--- src/rtl/rank_logic_cell_if.sv ---
// ============================================================================
// Module      : rank_logic_cell_if
// Description : Sample/rank bundle between the sorted-window array and one
//               rank_logic_cell. Optional macro: RANK_LOGIC_CHECK_EN.
// Revision    : 1.0 - initial release
// ============================================================================
`default_nettype none

interface rank_logic_cell_if #(
  parameter int data_bits = 8,
  parameter int rank_bits = 2
);
  logic                 i_valid;
  logic [data_bits-1:0] i_new;
  logic [data_bits-1:0] s_n;
  logic [rank_bits-1:0] r_n;
  logic [rank_bits-1:0] r_0;
  logic [rank_bits-1:0] new_r;
  logic                 i_is_ge;
  logic                 o_valid;
`ifdef RANK_LOGIC_CHECK_EN
  logic                 o_rank_err;
`endif

  modport master (
    output i_valid, i_new, s_n, r_n, r_0,
`ifdef RANK_LOGIC_CHECK_EN
    input  o_rank_err,
`endif
    input  new_r, i_is_ge, o_valid
  );

  modport slave (
    input  i_valid, i_new, s_n, r_n, r_0,
`ifdef RANK_LOGIC_CHECK_EN
    output o_rank_err,
`endif
    output new_r, i_is_ge, o_valid
  );
endinterface

`default_nettype wire

--- src/rtl/rank_logic_cell.sv ---
// ============================================================================
// Module      : rank_logic_cell
// Description : Per-cell rank update for the rank-order filter window; one
//               registered result per valid input. Optional macro:
//               RANK_LOGIC_CHECK_EN adds the o_rank_err wrap flag.
// Revision    : 1.0 - initial release
// ============================================================================
`default_nettype none

module rank_logic_cell #(
  parameter int data_bits = 8,
  parameter int rank_bits = 2
) (
  input  wire logic        clk,
  input  wire logic        rst,
  rank_logic_cell_if.slave bus
);

  logic                 w_ge;
  logic                 w_dec;
  logic                 w_inc;
  logic [rank_bits-1:0] w_next_r;

  logic [rank_bits-1:0] r_new_r;
  logic                 r_is_ge;
  logic                 r_valid;

  // Ties count as ge, so an equal new sample never bumps the stored rank.
  always_comb begin
    w_ge     = (bus.i_new >= bus.s_n);
    w_dec    = (bus.r_n > bus.r_0);
    w_inc    = ~w_ge;
    w_next_r = bus.r_n - rank_bits'(w_dec) + rank_bits'(w_inc);
  end

  always_ff @(posedge clk) begin
    if (rst) begin
      r_new_r <= '0;
      r_is_ge <= 1'b0;
      r_valid <= 1'b0;
    end else begin
      r_valid <= bus.i_valid;
      if (bus.i_valid) begin
        r_new_r <= w_next_r;
        r_is_ge <= w_ge;
      end
    end
  end

  assign bus.new_r   = r_new_r;
  assign bus.i_is_ge = r_is_ge;
  assign bus.o_valid = r_valid;

`ifdef RANK_LOGIC_CHECK_EN
  logic w_wrap;
  logic r_rank_err;

  // Only a lone increment from the top rank can wrap; dec cancels it.
  assign w_wrap = w_inc & ~w_dec & (bus.r_n == {rank_bits{1'b1}});

  always_ff @(posedge clk) begin
    if (rst) begin
      r_rank_err <= 1'b0;
    end else if (bus.i_valid) begin
      r_rank_err <= w_wrap;
    end
  end

  assign bus.o_rank_err = r_rank_err;
`endif

endmodule

`default_nettype wire

--- src/flat_wrapper.sv ---
// flat-port wrapper written by rule: the top's interface ports become plain ports
module rank_logic_cell_flat 
#(
  parameter int data_bits = 8,
  parameter int rank_bits = 2
)
  (clk, rst, bus_i_valid, bus_i_new, bus_s_n, bus_r_n, bus_r_0, bus_new_r, bus_i_is_ge, bus_o_valid);
  rank_logic_cell_if #(.data_bits(data_bits), .rank_bits(rank_bits)) bus_i ();
  input  wire logic clk;
  input  wire logic rst;
  input wire logic [$bits(bus_i.i_valid)-1:0] bus_i_valid;
  input wire logic [$bits(bus_i.i_new)-1:0] bus_i_new;
  input wire logic [$bits(bus_i.s_n)-1:0] bus_s_n;
  input wire logic [$bits(bus_i.r_n)-1:0] bus_r_n;
  input wire logic [$bits(bus_i.r_0)-1:0] bus_r_0;
  output wire logic [$bits(bus_i.new_r)-1:0] bus_new_r;
  output wire logic [$bits(bus_i.i_is_ge)-1:0] bus_i_is_ge;
  output wire logic [$bits(bus_i.o_valid)-1:0] bus_o_valid;
  assign bus_i.i_valid = bus_i_valid;
  assign bus_i.i_new = bus_i_new;
  assign bus_i.s_n = bus_s_n;
  assign bus_i.r_n = bus_r_n;
  assign bus_i.r_0 = bus_r_0;
  assign bus_new_r = bus_i.new_r;
  assign bus_i_is_ge = bus_i.i_is_ge;
  assign bus_o_valid = bus_i.o_valid;
  rank_logic_cell #(.data_bits(data_bits), .rank_bits(rank_bits)) u_core (.clk(clk), .rst(rst), .bus(bus_i));
endmodule
--- config.mk ---
export PLATFORM = sky130hd
export DESIGN_NAME = rank_logic_cell_flat
export DESIGN_NICKNAME = d
export VERILOG_FILES = /design/src/rtl/rank_logic_cell_if.sv /design/src/rtl/rank_logic_cell.sv /design/src/flat_wrapper.sv
export SDC_FILE = /design/constraint.sdc
export NUM_CORES = 1
export LEC_CHECK = 0
export ABC_AREA = 1
export BUFFER_PORTS_ARGS = -buffer_cell sky130_fd_sc_hd__buf_2
export CORE_AREA = 2 2 39 41
export CTS_CLUSTER_DIAMETER = 30
export DETAILED_ROUTE_END_ITERATION = 10
export DIE_AREA = 0 0 41 43
export HOLD_SLACK_MARGIN = 0.03
export MAX_ROUTING_LAYER = met4
export PLACE_DENSITY_LB_ADDON = 0.08
export SYNTH_ARGS = -nofsm -noshare
export SYNTH_HDL_FRONTEND = slang
export SYNTH_SLANG_ARGS = --single-unit
--- constraint.sdc ---
create_clock -name clk -period 1.9 [get_ports clk]
set_input_delay 0.095 -clock clk [delete_from_list [all_inputs] [get_ports clk]]
set_output_delay 0.095 -clock clk [all_outputs]
set_load 0.01 [all_outputs]
### After elaboration in Yosys (flattened, before gate mapping)

Cells that the tools add are included.

* flip-flop bits (word level): 4
* bits in latches: 0
* memory bits (writable): 0
* bits in read-only memories: 0
* input bits: 23
* output and inout bits: 4
* logic and storage cells: 8
* memories kept: 0

* add/sub/neg operators: 2
* $mul: 0
* div/mod/pow operators: 0
* $lt $le $gt $ge: 2
* eq/ne operators: 0
* shift operators: 0
* muxes and demuxes: 0
* bitwise logic cells: 1
* reductions and logical operators: 0

Operators by type and width (count)
* $ge 8x8->1: 1
* $add 2x1->2: 1
* $gt 2x2->1: 1
* $sub 2x1->2: 1
* $not 1->1: 1

### Longest topological paths before layout

* word-level depth: 3
* depth in mapped cells: 15
* mapped depth without buffers: 15

### Worst setup path after synthesis

OpenSTA, ideal clock, no wires.

* path type: in2reg
* start: in bus_s_n[7]
* end: reg u_core.r_new_r[1], in the netlist u_core.bus.new_r[1]
* library setup time: 0.113 ns
* arrival: 1.496 ns
* data required time: 1.787 ns
* setup slack: 0.291 ns
* stages on the path: 11
* buffers on the path: 0
* path through: inv_1 > ha_1 > a21o_1 > nor2_1 > nand3_1 > ha_1 > inv_1 > ha_1 > xnor2_1 > o21ai_1 > inv_1

* word-level cells in the longest chain between the ends: 3

RTL lines
* start: declaration: line flat_wrapper.sv:13 `input wire logic [$bits(bus_i.s_n)-1:0] bus_s_n;`
* $ge 8x8->1: line rank_logic_cell.sv:30 `w_ge = (bus.i_new >= bus.s_n);`
* net u_core.w_ge: line rank_logic_cell.sv:19 `logic w_ge;`
* $not 1->1: line rank_logic_cell.sv:32 `w_inc = ~w_ge;`
* $add 2x1->2: line rank_logic_cell.sv:33 `w_next_r = bus.r_n - rank_bits'(w_dec) + rank_bits'(w_inc);`
* end signal: assignment: line rank_logic_cell.sv:44 `r_new_r <= w_next_r;`
* end: declaration: line rank_logic_cell.sv:24 `logic [rank_bits-1:0] r_new_r;`

The timed path passes the listed nets, and every way through them passes these cells.
A chain may end at the register's enable or synchronous reset.

### Final worst setup path

Same ends and word-level chain as after synthesis.

==> run metrics <==
met2 usage 0.166; Hold Crit Class input port to flop; RD Place Congestion 0.739; Cells after Synth 68; Post-Syn Area 450 sq um; Worst Path Buf+Inv 4; register area share after synthesis 0.178; full die area 0.00176 sq mm; Worst Path Max Fanout 2; drt total wl 778 um; crit path launch type input port; period utilization 0.823; Peak Freq 640 MHz; TNS Setup 0 ns; CTS tree done; reg2reg start u_core.bus.new_r[1]; clk_lat worst skew 0.23 ns; antenna cells 0; worst-margin pin slew 0.166 ns; Post-Syn Nets 103; chip height 43 um; Cell Chain, Critical Path buf_2 -> inv_1 -> ha_1 -> a21o_1 -> nor2_1 -> nand3_1 -> ha_1 -> inv_1 -> ha_1 -> xnor2_1 -> o21ai_1 -> inv_1; hold_sp rst; Clock Root Buffer clkbuf_4; core area 0.00138 sq mm; maximum vdd drop 0.332 mV; Synth Area per Inst 6.62 sq um; Initial Util 0.325; clock sink total 4; nets@finish 134; GRT Util Overall 0.105; FF-to-FF End u_core.bus.new_r[1]; CTS H-Tree Depth 1; Synth area leaders ha_1, dfxtp_1, inv_1; largest net degree at the start of global routing 6; busiest grt layer met2; Min-Delay Endpoint u_core.bus.new_r[0]; final hold viol count 0; vias per inst 4.10; die width 41 um; crit-path max cell delay 0.29 ns; share of cells above drive strength 1 0.299; met3 Use GR 0.0314; flops & latches, synth 4; clock period minus worst slack 1.56 ns; FP Rows 14; ANT nets after route 0; pwr dens 506 mW/mm^2; hold depth 2; post-synth top area share 0.333; Worst Setup End Kind flop; # IOs 27; DR iter-0 viols 1; Slowest-stage cell, CP ha_1; status completed; slew margin rel. 0.889; worst reg-to-reg path cell count 4; RSZ-0062 raised after global routing no; post-synth top area cell ha_1; Worst Path Required 2.02 ns; CP delay by family, top adder cells; total CTS buffers 3; TritonRoute pass-1 iters 2; setup slack, reg-to-reg 1.25 ns; P_leak 0.414 nW; DRC Markers 0; Cell Area, Placed 601 sq um; routed len/inst 6.88 um; met1 usage 0.110; Finish-stage setup viols 0; post-CTS resize count 0; CP arrival 1.68 ns; Max Buffers Root-to-Sink 2; port bufs 26; post-synth cell types 11; critical path type input port to flop; initial antenna violation count 0; Max Transition Viols Final 0; via count 463; first-pass GRT wire length 1240 um; post-CTS setup buffers 0; Clock transition at path regs 0.04 ns; max_cap viols 0; Final HPWL DP 722 um; Layout area overhead 38.3%; cell area after layout 623 sq um; grt ovf 0; vias in the first global route 375; Setup Skew 0 ns; yosys warns 0; CTS Hold Bufs 0
## sequential cells by signal, summed over array words and instances (netlist names)
register,flops
u_core.bus.i_is_ge,1
u_core.bus.new_r,2
u_core.bus.o_valid,1
## metrics by stage
step,total power (W),worst slack [ns],utilization,std cells,hold slack (ns)
2_1_floorplan,0.000174,0.291,-,68,0.164
3_3_place_gp,0.000218,0.110,0.434,110,0.315
3_5_place_dp,0.000219,0.0906,0.434,110,0.315
4_1_cts,0.000323,0.329,0.450,113,0.0723
5_1_grt,0.000352,0.223,0.450,113,0.0782
6_report,0.000315,0.337,0.450,113,0.0779
## area by class of cell
class	count	area (sq um)
Fill cell	161	761
Multi-Input combinational cell	45	299
Timing Repair Buffer	26	130
Sequential cell	4	80.1
Inverter	19	71.3
Clock buffer	3	22.5
Tap cell	16	20.0
## worst max path at each step
stage / from / endpoint / slack (ns) / depth (start not counted)
after CTS: bus_s_n[7] / u_core.bus.new_r[1] / 0.33 / 12
after global routing: bus_s_n[2] / u_core.bus.new_r[1] / 0.22 / 15
after floorplan: bus_s_n[7] / u_core.bus.new_r[1] / 0.29 / 11
after detailed placement: bus_s_n[7] / u_core.bus.new_r[1] / 0.09 / 12
final: bus_s_n[7] / u_core.bus.new_r[1] / 0.34 / 12
after global placement: bus_s_n[7] / u_core.bus.new_r[1] / 0.11 / 12
## layer usage
layer  wire length [um]  up-vias
li1                   -      267
met2                368       13
met5                  0        -
met3                 49        0
met1                360      183
met4                  0        0
## cell usage after synthesis (all sizes together)
master  number
dfxtp        4
o21ai        1
nand2       14
nand4        1
xnor2        2
a21oi        5
ha          12
nor2         8
a21o         1
inv         19
nand3        1
## cell families (layout without fill, tap and decap cells)
logic type | count (synthesis) | count (layout) | share of synthesized area
AND/OR/NAND/NOR | 24 | 24 | 0.208
flip-flops | 4 | 4 | 0.178
XOR/XNOR | 2 | 2 | 0.0389
AO/OA/AOI/OAI | 7 | 7 | 0.0833
adder cells (fa/ha/maj) | 12 | 12 | 0.333
buffers and inverters | 19 | 48 | 0.158
## where the power goes
group | total, W | internal, W | switching (W)
clock | 0.0000996 | 0.0000703 | 0.0000294
combinational | 0.000119 | 0.0000604 | 0.0000588
sequential | 0.0000963 | 0.0000929 | 0.00000339
total | 0.000315 | 0.000224 | 0.0000916
## layout by cell type (no fill, tap or decap)
cell type / instances
a21o_1: 1
a21oi_1: 5
buf_2: 26
clkbuf_4: 3
dfxtp_1: 4
ha_1: 12
inv_1: 19
nand2_1: 14
nand3_1: 1
nand4_1: 1
nor2_1: 8
o21ai_1: 1
xnor2_1: 2
(Power assumes the default switching activity.)
